===== src/rtl/bin_to_bcd_seq.sv =====
// bin_to_bcd_seq: double-dabble binary to six-digit BCD converter, one bit per clock.
module bin_to_bcd_seq #(
  parameter int IN_WIDTH = 20
) (
  input  logic                clk,
  input  logic                reset_n,
  input  logic                start,
  input  logic [IN_WIDTH-1:0] bin_in,
  output logic                busy,
  output logic                done,
  output logic                overflow,
  output logic [3:0]          bcd0,
  output logic [3:0]          bcd1,
  output logic [3:0]          bcd2,
  output logic [3:0]          bcd3,
  output logic [3:0]          bcd4,
  output logic [3:0]          bcd5
);
  localparam int unsigned MAX_VAL = 999999;
  localparam int CW = $clog2(IN_WIDTH + 1);
  typedef enum logic [1:0] {IDLE, SHIFT, PUBLISH} state_t;
  state_t state, state_nxt;
  logic [IN_WIDTH-1:0] sr;
  logic [23:0] acc, acc_adj;
  logic [CW-1:0] cnt;
  logic ovf_pend;
  always_ff @(posedge clk or negedge reset_n)
    if (!reset_n) state <= IDLE;
    else state <= state_nxt;
  always_comb
    state_nxt = (state == IDLE && start) ? SHIFT :
                (state == SHIFT && cnt == CW'(1)) ? PUBLISH :
                (state == PUBLISH) ? IDLE : state;
  always_comb busy = state != IDLE;
  // all nibbles are corrected in parallel from the pre-add accumulator
  always_comb begin
    acc_adj = acc;
    for (int i = 0; i < 6; i++)
      acc_adj[4*i +: 4] = (acc[4*i +: 4] >= 4'd5) ? acc[4*i +: 4] + 4'd3 : acc[4*i +: 4];
  end
  always_ff @(posedge clk or negedge reset_n)
    if (!reset_n) begin
      sr <= '0;
      acc <= '0;
      cnt <= '0;
      ovf_pend <= 1'b0;
      done <= 1'b0;
      overflow <= 1'b0;
      {bcd5, bcd4, bcd3, bcd2, bcd1, bcd0} <= '0;
    end else begin
      done <= state == PUBLISH;
      if (state == IDLE && start) begin
        sr <= bin_in;
        acc <= '0;
        cnt <= CW'(IN_WIDTH);
        ovf_pend <= 32'(bin_in) > MAX_VAL;
      end
      if (state == SHIFT) begin
        acc <= {acc_adj[22:0], sr[IN_WIDTH-1]};
        sr <= sr << 1;
        cnt <= cnt - CW'(1);
      end
      if (state == PUBLISH) begin
        overflow <= ovf_pend;
        {bcd5, bcd4, bcd3, bcd2, bcd1, bcd0} <= ovf_pend ? 24'h999999 : acc;
      end
    end
endmodule

===== config.mk =====
export PLATFORM = sky130hd
export DESIGN_NAME = bin_to_bcd_seq
export DESIGN_NICKNAME = d
export VERILOG_FILES = /design/src/rtl/bin_to_bcd_seq.sv
export SDC_FILE = /design/constraint.sdc
export NUM_CORES = 1
export LEC_CHECK = 0
export BUFFER_PORTS_ARGS = -buffer_cell sky130_fd_sc_hd__buf_2
export CORE_ASPECT_RATIO = 1.1
export CORE_MARGIN = 2
export CORE_UTILIZATION = 42
export DETAILED_ROUTE_END_ITERATION = 10
export PLACE_DENSITY = 0.62
export SYNTH_ARGS = -nofsm -noshare
export SYNTH_HDL_FRONTEND = slang
export SYNTH_SLANG_ARGS = --single-unit
export TNS_END_PERCENT = 50

===== constraint.sdc =====
create_clock -name clk -period 3.19 [get_ports clk]
set_input_delay 0.957 -clock clk [delete_from_list [all_inputs] [get_ports clk]]
set_output_delay 0.957 -clock clk [all_outputs]
set_load 0.02 [all_outputs]

==> qor.yml, run 1 <==
final_layout:
  antenna_cells: 0
  fill_cells: 907
  stdcell_count: 565
  final_common_cell: "dfrtp_1"
  layout_common_cells: "dfrtp_1 (78), buf_2 (48), nand2_1 (42), o21ai_0 (39), inv_1 (29)"
  syn2layout_area_growth_pct: 12.7
  finalNetCount: 480
  drive_above_1_share: 0.172
synthesis:
  synth_cell_type_count: 38
  async_reset_ff_frac: 1.00
  syn_area_mm2: 0.00395
  synth-edff-count: 0
  ys.flop_type: "dfrtp_1"
  syn_nets: 444
  syn_inst: 407
  synth_seq_cells: 78
  yosysWarnings: 0
  synth.yosys.seq_area_share: 0.495
  synth_area_per_cell_um2: 9.69
timing:
  hold_violations: 0
  drv_slew: 0
  tns_ns: 0
  setup_viol: 0
  finClkSkew_ns: 0.00928
  tightest_slew_ns: 0.974
  relSlewSlack: 0.350
  hold_slack_ns: 0.477
  setup_slack_ns: 0.813
  layout_min_cycle_time_ns: 2.38
  max_clock_freq_mhz: 421
  rsz0062_at_grt: "false"
  fin_crit_sh: 0.745
worst_setup_path:
  critPathMaxStageDelay_ns: 0.55
  cp.arrival_ns: 1.42
  cp_slowest_cell: "dfrtp_1"
  critPathLaunchType: "register"
  crit_chain: "or2_2 -> buf_2"
  r2r_setup_slack_ns: 1.31
  required_ns: 2.23
  end_kind: "output port"
  setup.worst_path.class: "reg2out"
  worst-path-max-fanout: 14
pwr:
  p_switching_w: 0.00187
  power_frac_seq: 0.388
  clockPowerShare: 0.162
  ir_worst_vdd_v: 0.000353
  p_total_w: 0.00431
  p_int_w: 0.00244
  swShare: 0.434
  p_comb_frac: 0.450
  p_leak_nw: 2.03
  p_per_area_mw_per_mm2: 971
cts:
  numCtsBuffers: 9
  post_cts_resized: 0
  hold_buffers: 0
  cts_tree: "built"
  cts_sinks: 78
  cts_max_level: 3
  cts_setup_buffers: 0
  clk_pin_slew_ns: 0.09
  cts.path.max_buffers: 2
  insertion_delay_ns: 0.36
  cts_root_buf: "clkbuf_8"
placement:
  place_congestion: 0.766
  numPortBuffers: 49
  place_ws_ns: 0.884
  place_inst: 549
  hpwl_um: 5430
detailed_routing:
  vias_per_cell: 5.51
  drtIter0Drc: 169
  ant_nets: 0
  drc_errors: 0
  vias: 3111
  dr.pass1.iters: 4
  routed_wl_um: 8470
  routedWlPerCell_um: 15.0
floorplan:
  row_count: 37
  io_pins: 50
  start_util: 0.426
  chipHeight_um: 106
  die_x_um: 96.4
  dieArea_mm2: 0.0102
  core_region_area_mm2: 0.00926
global_route:
  antenna_found_initial: 0
  grt_pass1_vias: 3055
  overflow: 0
  grt_pass1_wl_um: 14600
  grt_max_degree: 79
  grt_use_total: 0.179
run:
  max_cap_viol_count: 0
outcome:
  outcome: "finished, final reports clean"
min_path:
  min_path_type: "reg2reg"
==> registers in the layout, summed over array words and instances (netlist names) <==
register	cells
acc	24
bcd0	4
bcd1	4
bcd2	4
bcd3	4
bcd4	4
bcd5	4
cnt	5
done	1
overflow	1
ovf_pend	1
sr	20
state	2
==> Yosys cell counts (all sizes together) (14+ instances only) <==
master	instances	area, µm²
dfrtp	78	1950
a22oi	19	143
clkbuf	16	60.1
nand2	42	158
a21oi	21	105
ha	14	175
o31ai	18	135
buf	14	83.8
nor2	15	56.3
inv	29	109
nor2b	27	169
o21ai	40	200
==> routing by layer <==
metal | wire [µm] | GRT usage | vias up
met1 | 4250 | 0.255 | 1499
met3 | 439 | 0.0372 | 10
met4 | 118 | 0.0594 | 0
met2 | 3660 | 0.272 | 78
li1 | - | - | 1524
met5 | 0 | 0 | -
==> cell type report <==
cell class	count	area, µm²	share of cell area
Clock inverter	6	46.3	0.0104
Sequential cell	78	1950	0.439
Inverter	29	109	0.0245
Timing Repair Buffer	55	305	0.0687
Tap cell	117	146	0.0329
Clock buffer	10	138	0.0310
Multi-Input combinational cell	270	1750	0.393
==> through the flow <==
stage	instance area [µm²]	util
after global placement	4260	0.460
final	4440	0.480
after floorplan	3950	-
after global routing	4440	0.480
after CTS	4440	0.480
after detailed placement	4260	0.460
==> worst max-delay path, delay by kind of cell, from the launching register on <==
| family | cells | cell delay (ns) |
|---|---|---|
| simple gates | 1 | 0.36 |
| buf+inv | 1 | 0.16 |
| flops | 1 | 0.55 |
==> power by group through the flow <==
| stage | Sequential [W] | Combinational [W] | Clock [W] |
|---|---|---|---|
| 3_5_place_dp | 0.00169 | 0.00194 | 0 |
| 3_3_place_gp | 0.00168 | 0.00190 | 0 |
| 6_report | 0.00167 | 0.00194 | 0.000699 |
| 4_1_cts | 0.00167 | 0.00195 | 0.000712 |
| 2_1_floorplan | 0.00172 | 0.00138 | 0 |
| 5_1_grt | 0.00173 | 0.00221 | 0.000764 |
==> cell families after synthesis <==
group / count (synthesis) / synth area share
adders and majority gates: 14 / 0.0444
buffers and inverters: 59 / 0.0641
AOI/OAI and AO/OA: 145 / 0.252
xor gates and xnor gates: 5 / 0.0111
muxes: 2 / 0.00539
DFF: 78 / 0.495
and+or+nand+nor: 104 / 0.128
==> worst paths after layout <==
check / startpoint / endpoint / depth (start not counted)
max: state[0]$_DFFE_PN0P_ / busy / 2
min: bcd5[2]$_DFFE_PN0P_ / bcd5[2]$_DFFE_PN0P_ / 2
max reg2reg: state[0]$_DFFE_PN0P_ / acc[23]$_DFFE_PN0P_ / 4
min reg2reg: bcd5[2]$_DFFE_PN0P_ / bcd5[2]$_DFFE_PN0P_ / 2
max in group asynchronous: reset_n / acc[17]$_DFFE_PN0P_ / 1
min in group asynchronous: reset_n / bcd0[1]$_DFFE_PN0P_ / 1
(Power assumes the default switching activity.)
==> run 2, diff against run 1 <==
Settings changed: ABC_AREA set to 1, PLACE_DENSITY 0.62 to 0.65.
Clock period 3.19 ns to 2.07 ns, I/O delays scaled along.
==> qor.yml, run 2 <==
outcome:
  outcome: "finished, final reports clean"
worst_setup_path:
  critPathLaunchType: "register"
  r2r_setup_slack_ns: 0.57
  r2r-end: "sr[8]$_DFFE_PN0P_"
  setup.worst_path.class: "reg2out"
  end_kind: "output port"
  cp.arrival_ns: 1.21
  rr_worst_depth: 5
  worst-path-max-fanout: 6
  r2r_start: "state[0]$_DFFE_PN0P_"
  required_ns: 1.45
placement:
  post_dp_cell_area_mm2: 0.00416
  numPortBuffers: 49
  place_congestion: 0.838
  hpwl_um: 5500
detailed_routing:
  dr.pass1.iters: 4
  routedWlPerCell_um: 12.5
  drc_errors: 0
  vias: 3116
  routed_wl_um: 7900
  vias_per_cell: 4.95
  drtIter0Drc: 210
  ant_nets: 0
cts:
  cts_setup_buffers: 0
  numCtsBuffers: 9
  cts.path.max_buffers: 2
  cts_tree: "built"
  cts_sinks: 78
  cts_root_buf: "clkbuf_8"
  clk_pin_slew_ns: 0.08
  insertion_delay_ns: 0.34
  post_cts_resized: 0
  hold_buffers: 0
  cts_max_level: 3
final_layout:
  syn2layout_area_growth_pct: 14.8
  stdcell_area_mm2: 0.00435
  largest_register_ffs: 24
  regMostFlops: "acc"
  reg.largest.list: "acc (24), sr (20), cnt (5)"
  drive_above_1_share: 0.171
  layout_common_cells: "nand2_1 (158), dfrtp_1 (78), inv_1 (48), buf_2 (48), nand3_1 (47)"
  final_common_cell: "nand2_1"
  antenna_cells: 0
  finalNetCount: 548
synthesis:
  yosysMostFrequentCell: "nand2_1"
  synth_area_per_cell_um2: 8.27
  yosysWarnings: 0
  syn_area_mm2: 0.00379
  async_reset_ff_frac: 1.00
  synth.yosys.seq_area_share: 0.515
  synth_cell_type_count: 20
  synth-edff-count: 0
  yosys-top-cells-count: "nand2_1 (158), dfrtp_1 (78), inv_1 (48), nand3_1 (47), o21ai_0 (24)"
  synth_area_leaders: "dfrtp_1 (52%), nand2_1 (16%), nand3_1 (6.2%)"
  yosys.area.top_type: "dfrtp_1"
  ys.flop_type: "dfrtp_1"
  synth_seq_cells: 78
  syn_nets: 495
  synth.top_cell.area_share: 0.515
  syn_inst: 458
pwr:
  p_switching_w: 0.00310
  ir_worst_vdd_v: 0.000737
  p_int_w: 0.00398
  p_per_area_mw_per_mm2: 1630
  power_frac_seq: 0.378
  p_leak_nw: 2.26
  clockPowerShare: 0.159
  p_comb_frac: 0.463
  swShare: 0.438
global_route:
  grt_max_degree: 53
  overflow: 0
  antenna_found_initial: 0
  grt_pass1_vias: 2976
  grt_pass1_wl_um: 13400
  grt_use_total: 0.171
run:
  max_cap_viol_count: 0
timing:
  drv_slew: 0
  relSlewSlack: 0.698
  rsz0062_at_grt: "false"
  tns_ns: 0
  layout_min_cycle_time_ns: 1.83
  fin_crit_sh: 0.886
  tightest_slew_ns: 0.453
  hold_violations: 0
  finClkSkew_ns: 0.0118
  max_clock_freq_mhz: 545
  setup_viol: 0
floorplan:
  io_pins: 50
  row_count: 36
  core_region_area_mm2: 0.00883
  die_x_um: 94.6
  chipHeight_um: 104
  dieArea_mm2: 0.00980
  start_util: 0.429
min_path:
  min_path_type: "in2async"
run 2: changes by cell type in the layout (fill, tap and decap cells not counted), sizes merged, moves of 6 or more:
cell	delta
a21oi	-9
a22oi	-19
a32o	-6
inv	+23
nand2	+117
nand2b	-8
nand3	+44
nand4	+12
nor2b	-27
o2111ai	-12
o21a	-7
o221ai	-6
o31ai	-18
run 2: layout make-up:
cell class | count | area, µm²
Sequential cell | 78 | 1950
Timing Repair Buffer | 56 | 313
Fill cell | 887 | 4480
Clock buffer | 13 | 149
Inverter | 53 | 199
Tap cell | 114 | 143
Clock inverter | 3 | 43.8
Multi-Input combinational cell | 313 | 1550
run 2: power groups by stage:
stage | Sequential, W | Combinational [W] | Clock (W)
floorplan | 0.00291 | 0.00224 | 0
global placement | 0.00268 | 0.00323 | 0
detailed placement | 0.00270 | 0.00332 | 0
CTS | 0.00268 | 0.00333 | 0.00116
global route | 0.00278 | 0.00378 | 0.00121
finish | 0.00268 | 0.00328 | 0.00112
run 2: how the worst max path moves through the flow:
| stage | start | to | slack, ns | depth (start not counted) |
|---|---|---|---|---|
| floorplan | state[0]$_DFFE_PN0P_ | busy | 0.70 | 2 |
| global placement | start | sr[0]$_DFFE_PN0P_ | 0.51 | 5 |
| detailed placement | start | sr[0]$_DFFE_PN0P_ | 0.45 | 5 |
| CTS | state[0]$_DFFE_PN0P_ | busy | 0.22 | 3 |
| global route | state[0]$_DFFE_PN0P_ | busy | 0.08 | 3 |
| finish | state[0]$_DFFE_PN0P_ | busy | 0.24 | 3 |
run 2: worst max-delay path, stage by stage, from the launching register on:
cell     delay, ns
dfrtp_1       0.47
nor2_1        0.20
inv_1         0.05
buf_2         0.15
run 2: routing by layer:
metal | track usage | part of all wire | vias up
met5 | 0 | 0 | -
met4 | 0.0694 | 0.018 | 0
met3 | 0.0262 | 0.034 | 7
met2 | 0.274 | 0.48 | 53
met1 | 0.230 | 0.47 | 1477
li1 | - | - | 1579
run 2: logic make-up (layout without fill, tap and decap cells):
group                      Yosys count  in the layout  synth area share
AOI/OAI and AO/OA                   58             58            0.0944
adders and majority gates           14             14            0.0462
buffers and inverters               67            125            0.0753
DFF                                 78             78             0.515
and+or+nand+nor                    241            241             0.269
run 2: per-stage QoR:
| stage | utilization | std cells | worst slack, ns | hold slack [ns] | total power [W] |
|---|---|---|---|---|---|
| final | 0.493 | 630 | 0.237 | 0.185 | 0.00708 |
| after global routing | 0.493 | 630 | 0.0834 | 0.205 | 0.00778 |
| after CTS | 0.493 | 630 | 0.224 | 0.195 | 0.00716 |
| after detailed placement | 0.471 | 614 | 0.452 | 0.464 | 0.00603 |
| after global placement | 0.471 | 614 | 0.505 | 0.461 | 0.00591 |
| after floorplan | - | 458 | 0.704 | 0.325 | 0.00514 |
